--- config.mk ---
export PLATFORM = sky130hd
export DESIGN_NAME = rc_pulse_width_mc
export DESIGN_NICKNAME = d
export VERILOG_FILES = /design/src/rtl/rc_pulse_width_mc.sv
export SDC_FILE = /design/constraint.sdc
export NUM_CORES = 1
export LEC_CHECK = 0
export CORE_AREA = 2 2 105 147
export CTS_BUF_LIST = sky130_fd_sc_hd__clkbuf_4 sky130_fd_sc_hd__clkbuf_8
export DETAILED_ROUTE_END_ITERATION = 10
export DIE_AREA = 0 0 107 149
export GPL_TIMING_DRIVEN = 1
export PLACE_DENSITY = 0.86
export REMOVE_ABC_BUFFERS = 1
export SLEW_MARGIN = 0
export SYNTH_ARGS = -nofsm -noshare
export SYNTH_HDL_FRONTEND = slang
export SYNTH_SLANG_ARGS = --single-unit
--- constraint.sdc ---
create_clock -name clk -period 2.8 [get_ports clk]
set_clock_uncertainty 0.15 [all_clocks]
set_input_delay 0.56 -clock clk [delete_from_list [all_inputs] [get_ports clk]]
set_output_delay 0.56 -clock clk [all_outputs]
set_load 0.005 [all_outputs]
--- src/rtl/rc_pulse_width_mc.sv ---
// Multi-channel RC/servo pulse-width meter: each channel synchronises its input,
// counts prescaled ticks while high and publishes the width on the falling edge.
module rc_pulse_width_mc #(
    parameter int CH    = 4,
    parameter int W     = 12,
    parameter int PRESC = 50,
    parameter int TMO   = 2500
) (
    input  logic            clk,
    input  logic            rst_n,
    input  logic            en,
    input  logic [CH-1:0]   pul_in,
    output logic [CH*W-1:0] d,
    output logic [CH-1:0]   valid,
    output logic [CH-1:0]   ovf,
    output logic [CH-1:0]   lost
);
    localparam int            PW         = (PRESC > 1) ? $clog2(PRESC) : 1;
    localparam logic [W-1:0]  MAX_CNT    = '1;
    localparam logic [W-1:0]  TMO_CNT    = W'(TMO);
    localparam logic [PW-1:0] PRESC_LAST = PW'(PRESC - 1);

    typedef enum logic {IDLE, HIGH} state_t;

    logic [CH-1:0] sync1;
    logic [CH-1:0] s;
    logic [CH-1:0] prev;
    logic [2:0]    warm;
    logic [PW-1:0] presc_cnt;
    logic          tick;
    logic [CH-1:0] rise;
    logic [CH-1:0] fall;

    state_t        state   [CH];
    logic [W-1:0]  temp    [CH];
    logic [W-1:0]  tmo_cnt [CH];
    logic [CH-1:0] sat;

    // NOTE: every clocked block uses non-blocking assignments so all flops update together.
    always_ff @(posedge clk or negedge rst_n) begin
        if (!rst_n) begin
            sync1 <= '0;
            s     <= '0;
            prev  <= '0;
            warm  <= '0;
        end else begin
            sync1 <= pul_in;
            s     <= sync1;
            prev  <= s;
            warm  <= {warm[1:0], 1'b1};
        end
    end

    // Until the pipeline holds three real samples, a level already high at reset
    // release would look like a rise; those are suppressed so only full pulses count.
    assign rise = s & ~prev & {CH{warm[2]}};
    assign fall = ~s & prev;

    always_ff @(posedge clk or negedge rst_n) begin
        if (!rst_n) begin
            presc_cnt <= '0;
        end else if (!en || presc_cnt == PRESC_LAST) begin
            presc_cnt <= '0;
        end else begin
            presc_cnt <= presc_cnt + PW'(1);
        end
    end

    assign tick = en && (presc_cnt == PRESC_LAST);

    always_ff @(posedge clk or negedge rst_n) begin
        if (!rst_n) begin
            // NOTE: these per-channel arrays are a few flops each, not RAM, so clearing every element on reset is intended.
            for (int i = 0; i < CH; i++) begin
                state[i]   <= IDLE;
                temp[i]    <= '0;
                tmo_cnt[i] <= '0;
            end
            sat   <= '0;
            d     <= '0;
            valid <= '0;
            ovf   <= '0;
            lost  <= '0;
        end else if (!en) begin
            for (int i = 0; i < CH; i++) begin
                state[i]   <= IDLE;
                temp[i]    <= '0;
                tmo_cnt[i] <= '0;
            end
            sat   <= '0;
            valid <= '0;
            lost  <= '0;
        end else begin
            for (int i = 0; i < CH; i++) begin
                valid[i] <= 1'b0;

                if (rise[i]) begin
                    tmo_cnt[i] <= '0;
                end else if (tick && tmo_cnt[i] != TMO_CNT) begin
                    tmo_cnt[i] <= tmo_cnt[i] + W'(1);
                    if (tmo_cnt[i] == TMO_CNT - W'(1)) begin
                        lost[i] <= 1'b1;
                    end
                end

                // A publish clears lost after the timeout update so it wins a same-cycle tie.
                case (state[i])
                    IDLE: begin
                        if (rise[i]) begin
                            state[i] <= HIGH;
                            temp[i]  <= '0;
                            sat[i]   <= 1'b0;
                        end
                    end
                    HIGH: begin
                        if (fall[i]) begin
                            d[i*W +: W] <= temp[i];
                            ovf[i]      <= sat[i];
                            valid[i]    <= 1'b1;
                            lost[i]     <= 1'b0;
                            state[i]    <= IDLE;
                        end else if (tick && s[i] && !rise[i]) begin
                            if (temp[i] == MAX_CNT) begin
                                sat[i] <= 1'b1;
                            end else begin
                                temp[i] <= temp[i] + W'(1);
                            end
                        end
                    end
                    default: state[i] <= IDLE;
                endcase
            end
        end
    end

endmodule
==> flow_metrics.env <==
export IMPL_grt_pass1_wl_microns=30600
export IMPL_required_ps=3000
export IMPL_grt_met2_usage_pct=41.3
export IMPL_setup_violations_final=0
export IMPL_syn_to_final_growth_pct=17.7
export IMPL_report_power_total_mw=4.72
export IMPL_crit_start="presc_cnt[1]"
export IMPL_cts_max_path_buffers=2
export IMPL_power_leakage_nw=4.52
export IMPL_multi_input_area_sq_um=3790
export IMPL_floorplan_rows=53
export IMPL_finalWorstPathRequiredPeriod_ps=2660
export IMPL_r2r_end="temp[33]"
export IMPL_gr_usage_all_layers_pct=23.7
export IMPL_post_synth_inst_count=910
export IMPL_worstMarginPinSlew_ps=828
export IMPL_h_tree_depth=4
export IMPL_ys_async_sr_fraction_pct=100
export IMPL_worstPathArrival_ps=2860
export IMPL_coreArea_sq_um=14800
export IMPL_port_buffer_count=66
export IMPL_drt_initial_drc_count=432
export IMPL_post_route_cells_drive_above_1_share_pct=8.99
export IMPL_routed_wire_length_per_instance_microns=15.1
export IMPL_grt_busiest_layer="met2"
export IMPL_tritoncts_clock_tree="done"
export IMPL_syn_cell_area_sq_um=8640
export IMPL_detail_route_drc_violations=0
export IMPL_maximum_number_of_pins_on_one_net_before_global_route_repair=74
export IMPL_groute_layer_met3_usage_pct=4.19
export IMPL_synthDistinctLibCells=56
export IMPL_yosys_warnings=0
export IMPL_ff_latch_area_sq_um=4630
export IMPL_most_frequent_cells_in_the_layout="202 x nand2_1, 185 x dfrtp_1, 101 x nor2_1"
export IMPL_yosys_register_bits=185
export IMPL_layout_worst_path_cycle_share_pct=95.1
export IMPL_floorplan_initialDensity_pct=58.4
export IMPL_mean_instance_size_in_the_synthesized_netlist_sq_um=9.49
export IMPL_vias_in_the_first_global_route=6682
export IMPL_worstPathMaxFanout=8
export IMPL_antenna_left=0
export IMPL_gr_usage_met1_pct=28.8
export IMPL_path_clk_slew_ps=90
export IMPL_antennaDiodeCount=0
export IMPL_numClockSinks=185
export IMPL_slew_viol_final=0
export IMPL_die_area_sq_um=15900
export IMPL_routabilityCongestion=0.908
export IMPL_worst_slew_margin_rel_pct=44.2
export IMPL_synth_flop_cell="dfrtp_1"
export IMPL_run_status="finished clean"
export IMPL_drt_pre_antenna_iters=6
export IMPL_critical_path_endpoint_type="register"
export IMPL_post_cts_buffers=0
export IMPL_grt_overflow=0
export IMPL_ff2ff_setup_slack_ps=140
export IMPL_die_y_extent_microns=149
export IMPL_timing_rr_start="presc_cnt[1]"
export IMPL_hold_path_class="register to register"
export IMPL_worstSetupEndpoint="temp[33]"
export IMPL_place_hpwl_microns=12600
export IMPL_hold_viol_final=0
export IMPL_cell_area_after_layout_sq_um=10200
export IMPL_max_vdd_ir_drop_uv=286
export IMPL_worstSetupStartpointType="register"
export IMPL_tritoncts_num_buffers=17
export IMPL_worstRegToRegCells=7
export IMPL_cts_root_buffer="clkbuf_8"
export IMPL_routed_wl_microns=18200
export IMPL_antenna_found_initial=0
export IMPL_fin_tns_setup_ps=0
export IMPL_nets=1020
export IMPL_fin_cells=1204
export IMPL_clock_latency_ps=460
export IMPL_rsz0062_at_grt="no"
export IMPL_path_class="register to register"
export IMPL_num_fill_cells=1101
export IMPL_fmaxAchievable_ghz=0.376
export IMPL_route_detailed_vias_per_inst=5.74
export IMPL_ios=67
export IMPL_route_vias_total=6915
export IMPL_timing_max_cap_violations=0
export IMPL_power_density_cell_area_nw_per_um2=465
export IMPL_final_common_cell="nand2_1"
export IMPL_sequential_fraction_of_the_synthesis_area_pct=53.6
export IMPL_synth_enable_flop_cells=0
export IMPL_dpl_cell_count=1171
export IMPL_postLayoutCoreUtil_pct=68.7
export IMPL_chipWidth_microns=107
export IMPL_placed_area_sq_um=9720
==> critical path: stages, from the launching register on <==
cell and delay, ps:
dfrtp_1 420, inv_1 70, ha_1 200, nand4bb_4 220, or4_4 570, a21oi_2 160, or4b_1 450, mux2_1 320
==> sequential cells by signal, summed over array words and instances, names as in the netlist <==
register and count:
d 48, lost 4, ovf 4, presc_cnt 6
prev 4, s 4, sat 4, state 4
sync1 4, temp 48, tmo_cnt 48, valid 4
warm 3
==> worst min path at each step <==
stage | from | end | slack, ps | cells past startpoint
after floorplan | rst_n | d[0] | 110 | 0
after global placement | warm[1] | warm[2] | 180 | 0
after detailed placement | warm[1] | warm[2] | 190 | 0
after CTS | sync1[2] | s[2] | 210 | 0
after global routing | sync1[2] | s[2] | 210 | 0
final | sync1[2] | s[2] | 210 | 0
==> per-layer routing <==
metal  up-vias  share of wire [%]  wire (microns)
li1       3288                  -               -
met1      3364                 42            7620
met2       216                 52            9380
met3        47                4.0             727
met4         0                2.5             452
met5         -                  0               0
==> synthesized netlist by cell type (3+ instances only) <==
master | n | share of area, %
nand4_1 | 25 | 1.8
nor4b_1 | 3 | 0.30
or4b_1 | 4 | 0.46
nand2_1 | 202 | 8.8
inv_1 | 29 | 1.3
nor2_1 | 101 | 4.4
a21oi_1 | 18 | 1.0
and4_1 | 5 | 0.51
o21bai_1 | 3 | 0.26
o31ai_1 | 3 | 0.26
and2_1 | 9 | 0.65
dfrtp_1 | 185 | 54
nand3_1 | 43 | 2.5
nor4_2 | 4 | 0.58
clkbuf_1 | 28 | 1.2
a31oi_1 | 7 | 0.51
a211oi_1 | 8 | 0.70
or4_1 | 9 | 0.78
a41o_1 | 3 | 0.35
a41oi_1 | 4 | 0.41
or2_2 | 4 | 0.29
nor4_1 | 15 | 1.1
nor2b_1 | 10 | 0.72
or3_1 | 3 | 0.22
o21ai_0 | 16 | 0.93
ha_1 | 14 | 2.0
nor3b_1 | 4 | 0.35
xnor2_1 | 40 | 4.1
mux2_2 | 5 | 0.65
xor2_1 | 28 | 2.8
and3_1 | 14 | 1.0
nor3_1 | 29 | 1.7
==> logic make-up (layout without fill, tap and decap cells) <==
family / count (synthesis) / in the layout / share of synthesized area, %
compound gates: 80 / 80 / 6.49
buf+inv: 61 / 163 / 2.68
flops: 185 / 185 / 53.6
mux: 8 / 8 / 1.03
other cells: 1 / 1 / 0.0434
fa+ha+maj: 14 / 14 / 2.03
xor+xnor: 68 / 68 / 6.90
simple gates: 493 / 493 / 27.2
==> report_power, final <==
part	internal (mW)	leakage, nW	switching (mW)	total (mW)
Sequential	2.69	2.55	0.0217	2.71
Combinational	0.0624	1.78	0.133	0.196
Clock	0.835	0.192	0.978	1.81
Total	3.59	4.52	1.13	4.72
==> what timing repair did <==
item	4_1_cts	5_1_grt
endpoints found under the hold margin	28	0
gates resized for setup	0	3
endpoints found under the setup margin	0	2
hold buffers	1	0
==> final cells by class <==
| type | count | area share, % |
|---|---|---|
| Sequential cell | 185 | 45.6 |
| Multi-Input combinational cell | 664 | 37.3 |
| Timing Repair Buffer | 101 | 9.62 |
| Clock buffer | 18 | 2.44 |
| Tap cell | 192 | 2.36 |
| Clock inverter | 14 | 1.58 |
| Inverter | 30 | 1.11 |
==> stage by stage <==
step	hold slack, ps	setup slack (ps)
floorplan	114	147
global placement	183	193
detailed placement	186	94.8
CTS	207	111
global route	214	70.7
finish	206	137
No activity file was read; power rests on OpenSTA's default activity.
